<file path="config.mk">
export PLATFORM = sky130hd
export DESIGN_NAME = bf_mul_accumulator
export DESIGN_NICKNAME = d
export VERILOG_FILES = /design/src/rtl/bf_pkg.sv /design/src/rtl/bf_align_add.sv /design/src/rtl/bf_mul_accumulator.sv
export SDC_FILE = /design/constraint.sdc
export NUM_CORES = 1
export LEC_CHECK = 0
export ABC_AREA = 1
export ABC_CLOCK_PERIOD_IN_PS = 7750
export BUFFER_PORTS_ARGS = -buffer_cell sky130_fd_sc_hd__buf_2
export CORE_MARGIN = 2
export CORE_UTILIZATION = 50
export DETAILED_ROUTE_END_ITERATION = 7
export HOLD_SLACK_MARGIN = 0.12
export PLACE_DENSITY_LB_ADDON = 0.25
export SYNTH_ARGS = -nofsm -noshare
export SYNTH_HDL_FRONTEND = slang
export SYNTH_HIERARCHICAL = 1
export SYNTH_SLANG_ARGS = --single-unit
</file>
<file path="constraint.sdc">
create_clock -name clk -period 7.75 [get_ports clk]
set_clock_uncertainty 0.15 [all_clocks]
set_input_delay 0 -clock clk [delete_from_list [all_inputs] [get_ports clk]]
set_output_delay 0 -clock clk [all_outputs]
set_load 0.05 [all_outputs]
</file>
<file path="src/rtl/bf_pkg.sv">
// Shared types and constants for the {exp, frac} accumulator: word layout,
// exponent limits, FSM states and pack/unpack helpers.
package bf_pkg;

  localparam int unsigned EXP_W  = 9;
  localparam int unsigned FRAC_W = 7;
  localparam int unsigned CNT_W  = 8;
  localparam int unsigned WORD_W = EXP_W + FRAC_W;

  localparam logic signed [EXP_W-1:0] EXP_MAX = EXP_W'((1 << (EXP_W - 1)) - 1);
  localparam logic signed [EXP_W-1:0] EXP_MIN = EXP_W'(1 << (EXP_W - 1));

  localparam logic [WORD_W-1:0] ZERO = WORD_W'(0);

  typedef enum logic [2:0] {
    S_IDLE,
    S_ALIGN,
    S_ADD,
    S_NORM,
    S_OUT
  } state_e;

  typedef struct packed {
    logic signed [EXP_W-1:0] expn;
    logic [FRAC_W-1:0]       frac;
  } bf_t;

  function automatic logic [WORD_W-1:0] bf_pack(input bf_t v);
    return v;
  endfunction

  function automatic bf_t bf_unpack(input logic [WORD_W-1:0] w);
    return bf_t'(w);
  endfunction

  function automatic bf_t bf_make(input logic signed [EXP_W-1:0] expn,
                                  input logic [FRAC_W-1:0] frac);
    bf_t v;
    v.expn = expn;
    v.frac = frac;
    return v;
  endfunction

endpackage

</file>
<file path="src/rtl/bf_align_add.sv">
// Operand registers plus the one-bit-per-cycle align, add and normalise steps.
// The controlling FSM strobes exactly one of load/align/add/norm per cycle.
module bf_align_add
  import bf_pkg::*;
(
  input  logic clk,
  input  logic rst,
  input  logic load_i,
  input  logic align_i,
  input  logic add_i,
  input  logic norm_i,
  input  bf_t  acc_i,
  input  bf_t  term_i,
  output logic zero_op_c_o,
  output logic align_done_c_o,
  output logic norm_done_c_o,
  output logic ovf_c_o,
  output bf_t  res_c_o
);

  localparam logic signed [EXP_W:0] LIM_POS = (EXP_W + 1)'(FRAC_W + 1);
  localparam logic signed [EXP_W:0] LIM_NEG = -LIM_POS;
  localparam logic signed [EXP_W:0] ONE_POS = (EXP_W + 1)'(1);
  localparam logic signed [EXP_W:0] ONE_NEG = -ONE_POS;

  logic signed [EXP_W-1:0] ea_q, ea_d, eb_q, eb_d;
  logic [FRAC_W-1:0]       fa_q, fa_d, fb_q, fb_d;
  logic signed [EXP_W:0]   diff_c;
  logic [FRAC_W:0]         sum_c;

  // Exponent difference needs one extra bit so -256 - 255 cannot wrap.
  assign diff_c = {ea_q[EXP_W-1], ea_q} - {eb_q[EXP_W-1], eb_q};
  assign sum_c  = {1'b0, fa_q} + {1'b0, fb_q};

  assign zero_op_c_o    = (fa_q == '0) || (fb_q == '0);
  assign align_done_c_o = (diff_c >= LIM_POS) || (diff_c <= LIM_NEG) ||
                          ((diff_c >= ONE_NEG) && (diff_c <= ONE_POS));
  assign norm_done_c_o  = (fa_q == '0) || fa_q[FRAC_W-1] || (ea_q == EXP_MIN);
  assign ovf_c_o        = add_i && sum_c[FRAC_W] && (ea_q == EXP_MAX);
  assign res_c_o        = (fa_q == '0) ? bf_unpack(ZERO) : bf_make(ea_q, fa_q);

  always_comb begin
    ea_d = ea_q;
    fa_d = fa_q;
    eb_d = eb_q;
    fb_d = fb_q;
    if (load_i) begin
      ea_d = acc_i.expn;
      fa_d = acc_i.frac;
      eb_d = term_i.expn;
      fb_d = term_i.frac;
    end else if (align_i) begin
      // A zero operand short-circuits: the other one becomes the sum in place.
      if (fa_q == '0) begin
        ea_d = eb_q;
        fa_d = fb_q;
      end else if (fb_q != '0) begin
        if (diff_c >= LIM_POS) begin
          eb_d = ea_q;
          fb_d = '0;
        end else if (diff_c <= LIM_NEG) begin
          ea_d = eb_q;
          fa_d = '0;
        end else if (!diff_c[EXP_W] && (diff_c != '0)) begin
          eb_d = eb_q + 9'sd1;
          fb_d = fb_q >> 1;
        end else if (diff_c[EXP_W]) begin
          ea_d = ea_q + 9'sd1;
          fa_d = fa_q >> 1;
        end
      end
    end else if (add_i) begin
      if (sum_c[FRAC_W]) begin
        if (ea_q == EXP_MAX) begin
          fa_d = '1;
        end else begin
          fa_d = sum_c[FRAC_W:1];
          ea_d = ea_q + 9'sd1;
        end
      end else begin
        fa_d = sum_c[FRAC_W-1:0];
      end
    end else if (norm_i && !norm_done_c_o) begin
      fa_d = fa_q << 1;
      ea_d = ea_q - 9'sd1;
    end
  end

  always_ff @(posedge clk) begin
    if (rst) begin
      ea_q <= '0;
      fa_q <= '0;
      eb_q <= '0;
      fb_q <= '0;
    end else begin
      ea_q <= ea_d;
      fa_q <= fa_d;
      eb_q <= eb_d;
      fb_q <= fb_d;
    end
  end

endmodule

</file>
<file path="src/rtl/bf_mul_accumulator.sv">
// Group accumulator for {exp, frac} product words: valid/ready in, one result
// per group out, with sticky exponent-saturation flag and saturating term count.
module bf_mul_accumulator
  import bf_pkg::*;
(
  input  logic              clk,
  input  logic              rst,
  input  logic              in_valid_i,
  output logic              in_ready_o,
  input  logic [WORD_W-1:0] in_data_i,
  input  logic              in_last_i,
  output logic              out_valid_o,
  input  logic              out_ready_i,
  output logic [WORD_W-1:0] out_data_o,
  output logic              out_ovf_o,
  output logic [CNT_W-1:0]  out_count_o
);

  state_e           state_q, state_d;
  bf_t              acc_q, acc_d;
  logic             ovf_q, ovf_d;
  logic             last_q, last_d;
  logic [CNT_W-1:0] cnt_q, cnt_d;
  logic             in_ready_q, out_valid_q;

  logic load_c, align_c, add_c, norm_c;
  logic zero_op_c, align_done_c, norm_done_c, ovf_c;
  bf_t  res_c;

  bf_align_add u_dp (
    .clk            (clk),
    .rst            (rst),
    .load_i         (load_c),
    .align_i        (align_c),
    .add_i          (add_c),
    .norm_i         (norm_c),
    .acc_i          (acc_q),
    .term_i         (bf_unpack(in_data_i)),
    .zero_op_c_o    (zero_op_c),
    .align_done_c_o (align_done_c),
    .norm_done_c_o  (norm_done_c),
    .ovf_c_o        (ovf_c),
    .res_c_o        (res_c)
  );

  always_comb begin
    state_d = state_q;
    acc_d   = acc_q;
    ovf_d   = ovf_q;
    last_d  = last_q;
    cnt_d   = cnt_q;
    load_c  = 1'b0;
    align_c = 1'b0;
    add_c   = 1'b0;
    norm_c  = 1'b0;
    unique case (state_q)
      S_IDLE: begin
        if (in_valid_i) begin
          load_c  = 1'b1;
          last_d  = in_last_i;
          cnt_d   = (cnt_q == '1) ? cnt_q : cnt_q + CNT_W'(1);
          state_d = S_ALIGN;
        end
      end
      S_ALIGN: begin
        align_c = 1'b1;
        if (zero_op_c)         state_d = S_NORM;
        else if (align_done_c) state_d = S_ADD;
      end
      S_ADD: begin
        add_c   = 1'b1;
        ovf_d   = ovf_q | ovf_c;
        state_d = S_NORM;
      end
      S_NORM: begin
        norm_c = 1'b1;
        if (norm_done_c) begin
          acc_d   = res_c;
          state_d = last_q ? S_OUT : S_IDLE;
        end
      end
      S_OUT: begin
        if (out_ready_i) begin
          acc_d   = bf_unpack(ZERO);
          ovf_d   = 1'b0;
          cnt_d   = '0;
          state_d = S_IDLE;
        end
      end
      default: state_d = S_IDLE;
    endcase
  end

  always_ff @(posedge clk) begin
    if (rst) begin
      state_q     <= S_IDLE;
      acc_q       <= bf_unpack(ZERO);
      ovf_q       <= 1'b0;
      last_q      <= 1'b0;
      cnt_q       <= '0;
      in_ready_q  <= 1'b1;
      out_valid_q <= 1'b0;
    end else begin
      state_q     <= state_d;
      acc_q       <= acc_d;
      ovf_q       <= ovf_d;
      last_q      <= last_d;
      cnt_q       <= cnt_d;
      in_ready_q  <= (state_d == S_IDLE);
      out_valid_q <= (state_d == S_OUT);
    end
  end

  assign in_ready_o  = in_ready_q;
  assign out_valid_o = out_valid_q;
  assign out_data_o  = bf_pack(acc_q);
  assign out_ovf_o   = ovf_q;
  assign out_count_o = cnt_q;

endmodule

</file>
# Word-level counts from Yosys, hierarchy flattened
# Index checks and enable logic that the tools add are counted.
# classes
order_cmp	4
eq_ne	20
div_mod_pow	0
addsub	6
reduce_logical	32
mul	0
bitwise_logic	1
shift	0
muxes	60
# op_table
op	n
two-way mux 9 bit	19
two-way mux 7 bit	18
two-way mux 16 bit	3
case mux 16 bit (2 select lines)	1
two-way mux 8 bit	3
adder 9 x 2 -> 9 bit, second input constant	2
equality test 9 bit, second input constant	2
two-way mux 3 bit	6
case mux 8 bit (2 select lines)	1
case mux 3 bit (5 select lines)	1
zero test 7 bit	2
greater-or-equal comparator 10 x 1 -> 1 bit, second input constant	1
greater-or-equal comparator 10 x 5 -> 1 bit, second input constant	1
<= comparator 10 x 2 -> 1 bit, second input constant	1
<= comparator 10 x 4 -> 1 bit, second input constant	1
AND reduction 5 bit	2
nonzero test 10 bit	1
nonzero test 2 bit	5
subtractor 9 x 9 -> 10 bit	1
subtractor 9 x 2 -> 9 bit, second input constant	1
adder 7 x 7 -> 8 bit	1
adder 8 x 1 -> 8 bit, second input constant	1
equality test 8 bit, second input constant	1
inequality test 2 bit, second input constant	4
other kinds (25)	44
# totals
in_bits	21
mem_bits_ro	0
mem_bits_rw	0
regBits	63
memories	0
latchBits	0

# Logic depth before layout (Yosys ltp)
# Gate-level depths: netlist of run 1.
# logic_depth
depth_word	10
ltp_mapped	21

# By module
# The synthesis of run 1 kept the hierarchy.
# by_module_without_submodules
mod	cells_per_inst	n_inst	area_each_um2
bf_align_add	605	1	3708.6
bf_mul_accumulator	199	1	1390.1

# Least setup slack after synthesis of run 1
# OpenSTA, ideal clock, no wires.
# synth_timing
kind	register -> register
start	register u_dp.ea_q[0]
end	register in_ready_q, in the netlist in_ready_o
n_path_buf	1
path_slack_ns	4.996
arrival_ns	2.539
stages_incl_launch_ff	21
cell_sequence	dfxtp_1 inv_1 ha_1 inv_1 fa_1 nand2_1 nand2_2 nand3_2 nand2_1 nand2_1 nand2_1 nor3_4 nand3b_4 nand2_4 buf_6 o211ai_1 o21ai_0 nand2_1 nand2_1 nand2_1 nor2_1
# synth_between
elab_chain_cells	8
elab_cells_between_ends	15
# synth_rtl
element	line	rtl
start: declaration	bf_align_add.sv:26	logic signed [EXP_W-1:0] ea_q, ea_d, eb_q, eb_d;
start signal: assignment	bf_align_add.sv:91	ea_q <= '0;
start signal: assignment	bf_align_add.sv:96	ea_q <= ea_d;
subtractor 9 x 9 -> 10 bit *	bf_align_add.sv:32	assign diff_c = {ea_q[EXP_W-1], ea_q} - {eb_q[EXP_W-1], eb_q};
greater-or-equal comparator 10 x 5 -> 1 bit, or another cell as far along	bf_align_add.sv:36	assign align_done_c_o = (diff_c >= LIM_POS) || (diff_c <= LIM_NEG) ||
logical OR 1 bit / logical AND 1 bit (equally long branches)	bf_align_add.sv:36, bf_align_add.sv:37	
logical OR 1 bit *	bf_align_add.sv:36	
named net align_done_c	bf_mul_accumulator.sv:27	logic zero_op_c, align_done_c, norm_done_c, ovf_c;
two-way mux 3 bit *	bf_mul_accumulator.sv:68	else if (align_done_c) state_d = S_ADD;
two-way mux 3 bit *	bf_mul_accumulator.sv:67	if (zero_op_c) state_d = S_NORM;
case mux 3 bit (5 select lines) *	bf_mul_accumulator.sv:56	unique case (state_q)
zero test 3 bit *	bf_mul_accumulator.sv:109	in_ready_q <= (state_d == S_IDLE);
end signal: assignment	bf_mul_accumulator.sv:109	
end: declaration	bf_mul_accumulator.sv:24	logic in_ready_q, out_valid_q;
# The timed path passes the listed nets; every way through them passes the cells marked *.
# A chain may end at the register's enable or synchronous reset.

# Worst setup path after layout of run 1
# layout_timing
start	register u_dp.ea_q[0]
end	register u_dp.fb_q[6]
# layout_between
elab_chain_cells	7
elab_cells_between_ends	14
# layout_rtl
element	line	rtl
subtractor 9 x 9 -> 10 bit *	bf_align_add.sv:32	
greater-or-equal comparator 10 x 5 -> 1 bit	bf_align_add.sv:58	if (diff_c >= LIM_POS) begin
two-way mux 7 bit	bf_align_add.sv:58	
two-way mux 7 bit	bf_align_add.sv:57	end else if (fb_q != '0) begin
two-way mux 7 bit	bf_align_add.sv:54	if (fa_q == '0) begin
two-way mux 7 bit	bf_align_add.sv:52	end else if (align_i) begin
two-way mux 7 bit	bf_align_add.sv:47	if (load_i) begin
end signal: assignment	bf_align_add.sv:94	fb_q <= '0;
end signal: assignment	bf_align_add.sv:99	fb_q <= fb_d;
end: declaration	bf_align_add.sv:27	logic [FRAC_W-1:0] fa_q, fa_d, fb_q, fb_d;
# Every way passes the cells marked *; elsewhere a longest branch is shown, timed or not. The select of a mux whose other input is x is not followed.

==> reports/results.tsv, run 1 <==
stage	metric	value	unit
run_status	outcome	finished clean	
floorplan	die_width	105	um
timing	slew-limit-headroom	0.371	
synth	ys.warnings.count	6	
clocking	clk_latency	350	ps
floorplan	initial_utilization	0.519	
drt	drt_iter0_drc	417	
synth	synth.most_common_cell	nand2_1	
global_routing	grt_pass1_vias	5092	
synth	syn_inst	804	
layout	nets	905	
synth	ys_seq_elements	63	
clocking	post_cts_buffers	0	
floorplan	ios	48	
layout	utilization	0.593	
timing	hold_ws	324	ps
synth	syn_avg_cell_area	6.34	um2
global_routing	overflow	0	
floorplan	core.rowCount	36	
critical_path	cpMostUsedCell	nand2_1	
timing	worst_slack	4200	ps
critical_path	end_kind	register	
timing	worst_pin_slew	940	ps
synth	synth_nets	849	
drt	wl_per_cell	14.6	um
clocking	cts_buffer_depth	2	
timing	setup_viol	0	
layout	instances_no_fill	998	
global_routing	grt_first_pass_wirelength	24.5	mm
pwr	vdd_ir_drop_max	0.000211	V
synth	synth_top_flop_cell	dfxtp_1	
layout	final_area	5830	um2
global_routing	antenna_found_initial	0	
critical_path	reg2reg_depth	18	
critical_path	crit_arrival	3690	ps
pwr	powerDensity	444	nW/um2
drt	dr_total_vias	5379	
floorplan	die_y	105	um
critical_path	critical_path_required	7890	ps
timing	hold_viol_final	0	
floorplan	coreArea	9820	um2
drt	vias_per_cell	5.39	
layout	drive_above_1_share	0.165	
drt	dr.pass1.iters	6	
drt	drtAntennaViolNets	0	
synth	synth-edff-count	0	
synth	synthArstFlopShare	0	
synth	synth_area	5100	um2
timing	setup_tns	0	ps
critical_path	critical_path.cell_chain	inv_1 > ha_1 > inv_1 > fa_1 > nand2_1 > nand2_2 > nand3_2 > nand2_1 > nand2_1 > nand2_1 > nor3_4 > nand2_2 > nand3_4 > nand2_4 > inv_2 > nand2_1 > a21oi_1 > dlygate4sd3_1	
synth	yosysTopAreaCell	dfxtp_1	
place	postPlaceCellArea	5360	um2
global_routing	grt_max_degree	34	
clocking	cts_buffers	9	
synth	yosysSeqAreaShare	0.247	
critical_path	crit_path_max_incr_delay	560	ps
critical_path	cp_max_fo	16	
worst_hold_path	holdPathStages	2	
floorplan	die_area	11000	um2
drt	drc	0	
synth	yosysTopAreaCellShare	0.247	
critical_path	startpoint_type	register	
clocking	cts.clk_slew.worst_paths	80	ps
synth	synth.top_cells.by_area	dfxtp_1 25%, nand2_1 16%, inv_1 6.8%	
pwr	finalPower	2.58	mW
place	place_ws	4590	ps
timing	rsz0062_at_grt	no	
critical_path	criticalPathCategory	reg -> reg	
worst_hold_path	hold_path_class	reg -> reg	
timing	fmaxAchievable	281	MHz
layout	diodes	0	
flow_run	max-cap-violations	0	
critical_path	cp_slowest_cell	dlygate4sd3_1	
synth	synthTopCellsByCount	217 x nand2_1, 93 x inv_1, 72 x nor2_1, 68 x nand3_1, 63 x dfxtp_1	
timing	fin_crit	3550	ps
synth	synthDistinctLibCells	45	
clocking	cts-htree-levels	3	
global_routing	grtUsageTotal	0.270	
pwr	p_leak	2.81	nW
clocking	cts-root-buf	clkbuf_8	
clocking	cts_tree	built	
drt	drt_wl_total	14.6	mm
place	place_inst	955	
layout	fillers	989	
place	gp_congestion	0.993	
place	io_buffers	47	
clocking	clkSinkCount	63	
layout	area_growth_syn_to_layout	14.3	%
timing	period_share	0.459	
timing	slew_violations	0	
place	dpl.hpwl	10.5	mm
[report_power, final]
| part | internal (mW) | total (mW) | switching, mW |
|---|---|---|---|
| Sequential | 0.399 | 0.506 | 0.107 |
| Combinational | 0.584 | 1.78 | 1.19 |
| Clock | 0.151 | 0.301 | 0.150 |
| Total | 1.13 | 2.58 | 1.45 |
[per-layer routing]
layer / track usage / routed length (um) / vias up / share of wire
li1: - / - / 2705 / -
met1: 0.353 / 6580 / 2458 / 0.45
met2: 0.465 / 6860 / 206 / 0.47
met3: 0.0493 / 1060 / 10 / 0.072
met4: 0.0543 / 99 / 0 / 0.0068
met5: 0 / 0 / - / 0
[timing repair]
| item | in CTS | in global routing |
|---|---|---|
| gates resized for setup | 0 | 0 |
| hold buffers | 27 | 0 |
| endpoints found under the hold margin | 46 | 0 |
[final cells by class]
type | count | area [um2] | share of cell area
clock buffers | 10 | 128 | 0.0219
clock inverters | 6 | 70.1 | 0.0120
inverters | 106 | 403 | 0.0692
multi-input cells | 603 | 3270 | 0.561
flip-flops and latches | 63 | 1260 | 0.216
well taps | 133 | 166 | 0.0286
repair buffers | 77 | 528 | 0.0906
[sequential cells by signal (all words and copies together), names as in the netlist, 3 cells and up]
register and flops:
state_q 3, out_count_o 8, u_dp/eb_q 9, u_dp/ea_q 9, u_dp/fb_q 7, u_dp/fa_q 7, out_data_o 16
[logic make-up (layout without fill, tap and decap cells)]
family,Yosys count,count (layout),share of synthesized area
buf+inv,138,199,0.112
xor+xnor,19,19,0.0326
mux,4,4,0.00785
simple gates,441,441,0.408
fa+ha+maj,24,24,0.0618
flops,63,63,0.247
compound gates,115,115,0.130
[cells in the final DEF, fill, tap and decap left out, types with 13 or more instances in the layout]
cell,n
nand2_1,217
inv_1,93
nor2_1,72
nand3_1,68
dfxtp_1,63
a21oi_1,59
buf_2,47
dlygate4sd3_1,27
o21ai_0,23
ha_1,22
nand2_2,17
nand3_2,15
xor2_1,15
nand4_1,13
[worst paths after layout]
kind	from	to	slack, ps
hold / removal	out_data_o[12]$_SDFFE_PP0P_	out_data_o[12]$_SDFFE_PP0P_	320
setup reg to reg	u_dp/ea_q[0]$_SDFFE_PP0P_	u_dp/fb_q[6]$_SDFFE_PP0P_	4200
hold reg to reg	out_data_o[12]$_SDFFE_PP0P_	out_data_o[12]$_SDFFE_PP0P_	320
setup / recovery	u_dp/ea_q[0]$_SDFFE_PP0P_	u_dp/fb_q[6]$_SDFFE_PP0P_	4200
[critical path, delay by kind of cell, from the launching register on]
family	cells	cell delay, ps
AO/OA/AOI/OAI	1	120
AND/OR/NAND/NOR	11	1240
flip-flops	1	350
adder cells (fa/ha/maj)	2	580
buffers and inverters	4	1030
No activity file was read; power rests on OpenSTA's default activity.
==> inputs of run 2 (changes only) <==
Settings changed: ABC_CLOCK_PERIOD_IN_PS 7750 to 2910.
Clock period 7.75 ns to 2.91 ns, I/O delays scaled along.
==> run 2 against run 1 <==
  * Sequential cell count stayed put
  * Sequential power grew to 2.6 times the previous value
  * Clock-buffer cell count is 1 higher
  * Clock power grew to 3.2 times the previous value
  * Largest power group unchanged
==> reports/results.tsv, run 2 (synthesis results as in run 1) <==
stage	metric	value	unit	change
layout	drive_above_1_share	0.205		+0.0392
global_routing	overflow	0		unchanged
critical_path	crit_arrival	2890	ps	-800 ps
drt	drt_iter0_drc	434		+4.1%
critical_path	critical_path_required	3060	ps	-4830 ps
timing	setup_tns	0	ps	unchanged
critical_path	reg2reg_depth	19		+1
critical_path	r2r-end	u_dp/ea_q[4]$_SDFFE_PP0P_		
timing	hold_viol_final	0		unchanged
clocking	cts-root-buf	clkbuf_8		
clocking	cts.clk_slew.worst_paths	80	ps	about the same
clocking	clk_latency	370	ps	+20 ps
place	gp_congestion	0.962		-3.1%
timing	hold_ws	293	ps	-31.1 ps
layout	diodes	0		unchanged
critical_path	end_kind	register		
global_routing	grt_pass1_vias	5294		+4.0%
layout	instances_no_fill	1018		+2.0%
critical_path	criticalPathCategory	reg -> reg		
timing	slew-limit-headroom	0.407		+0.0357
flow_run	max-cap-violations	0		unchanged
critical_path	cp_max_fo	10		-6
global_routing	grt_max_degree	25		-26%
critical_path	startpoint	u_dp/ea_q[0]$_SDFFE_PP0P_		
clocking	cts_tree	built		
clocking	cts_buffer_depth	2		unchanged
floorplan	die_area	11000	um2	unchanged
layout	final_cell_mix	216 x nand2_1, 92 x inv_1, 72 x nor2_1, 68 x nand3_1, 59 x a21oi_1		
drt	dr_total_vias	5485		+2.0%
critical_path	r2r_slack	170	ps	-4030 ps
critical_path	startpoint_type	register		
drt	vias_per_cell	5.39		about the same
place	postPlaceCellArea	5500	um2	+2.7%
floorplan	die_y	105	um	unchanged
worst_hold_path	hold_end	out_data_o[2]$_SDFFE_PP0P_		
worst_hold_path	hold_path_class	in -> reg		
drt	dr.pass1.iters	5		-1
worst_hold_path	holdPathStages	3		+1
layout	final_area	6070	um2	+4.2%
pwr	vdd_ir_drop_max	0.000643	V	+200%
floorplan	coreArea	9820	um2	unchanged
global_routing	grtUsageTotal	0.277		+0.00709
floorplan	die_width	105	um	unchanged
floorplan	initial_utilization	0.519		unchanged
global_routing	antenna_found_initial	0		unchanged
place	io_buffers	47		unchanged
layout	area_growth_syn_to_layout	19.0	%	
pwr	powerDensity	1230	nW/um2	+180%
place	dpl.hpwl	10.9	mm	+4.0%
clocking	cts-htree-levels	3		unchanged
place	place_inst	974		+2.0%
timing	fin_crit	2740	ps	-813 ps
floorplan	core.rowCount	36		unchanged
drt	drt_wl_total	14.9	mm	+2.4%
timing	setup_viol	0		unchanged
floorplan	ios	48		unchanged
timing	worst_pin_slew	889	ps	-51.1 ps
layout	final_common_cell	nand2_1		
run_status	outcome	finished clean		
timing	period_share	0.942		+0.483
worst_hold_path	min_from	rst		
clocking	cts_buffers	9		unchanged
critical_path	r2r-start	u_dp/ea_q[0]$_SDFFE_PP0P_		
layout	nets	925		+2.2%
drt	wl_per_cell	14.7	um	+0.40%
clocking	clkSinkCount	63		unchanged
drt	drc	0		unchanged
layout	largest_reg_flops	16		unchanged
timing	fmaxAchievable	365	MHz	+30%
timing	slew_violations	0		unchanged
drt	drtAntennaViolNets	0		unchanged
global_routing	grt_first_pass_wirelength	24.9	mm	+1.3%
pwr	p_leak	2.92	nW	+3.9%
==> run 2: cell types whose count changed in the layout (fill, tap and decap cells not counted), moves of 6 or more <==
cell	before	now
dlygate4sd3_1	27	21
dfxtp_1	63	57
buf_4	3	29
dfxtp_2	0	6
==> run 2: layout make-up <==
type                    instances  area (um2)
fillers                       951        3750
multi-input cells             603        3330
flip-flops and latches         63        1270
repair buffers                 97         663
inverters                     106         403
well taps                     133         166
clock buffers                  11         131
clock inverters                 5         106
==> run 2: worst max-delay path by stage <==
stage / endpoint
5_1_grt: in_ready_o$_SDFF_PP1_
3_3_place_gp: in_ready_o$_SDFF_PP1_
6_report: u_dp/ea_q[4]$_SDFFE_PP0P_
2_1_floorplan: in_ready_o$_SDFF_PP1_
3_5_place_dp: in_ready_o$_SDFF_PP1_
4_1_cts: in_ready_o$_SDFF_PP1_
==> run 2: timing repair <==
item	CTS	global route
endpoints found under the setup margin	1	25
hold buffers	21	0
buffers inserted	0	7
gates resized for setup	0	18
pin swaps	1	4
endpoints found under the hold margin	48	0
==> run 2: critical path, cell delays in order, from the launching register on <==
cell and delay (ps):
dfxtp_2 340, inv_1 70, ha_1 160, inv_2 50, fa_2 340, nand2_2 100
inv_1 60, nor2_2 150, nor2_1 80, nand2_1 60, nand3_1 70, nor2_1 90
nand4_1 130, nand2_4 150, nand2_2 170, nand2_1 160, nand3_1 90, nand2_1 70
nand2_1 50, a21oi_1 120
==> run 2: per-layer routing <==
metal / track usage / wire length (um) / share of wire / vias to the layer above
met5: 0 / 0 / 0 / -
met4: 0.0848 / 268 / 0.018 / 0
met3: 0.0767 / 1110 / 0.074 / 27
met2: 0.460 / 6980 / 0.47 / 206
met1: 0.349 / 6590 / 0.44 / 2505
li1: - / - / - / 2747
==> run 2: where the power goes <==
| group | leakage (nW) | total, mW | switching, mW | internal (mW) |
|---|---|---|---|---|
| sequential | 0.518 | 1.32 | 0.254 | 1.07 |
| combinational | 2.29 | 5.18 | 3.34 | 1.84 |
| clock | 0.114 | 0.964 | 0.393 | 0.571 |
| total | 2.92 | 7.47 | 3.99 | 3.48 |
==> run 2: per-stage QoR <==
stage,utilization,power [mW],setup WS [ps]
3_5_place_dp,0.560,6.14,20.5
4_1_cts,0.606,7.16,6.85
3_3_place_gp,0.560,6.02,102
6_report,0.618,7.47,169
5_1_grt,0.618,8.13,-21.5
2_1_floorplan,-,5.12,156
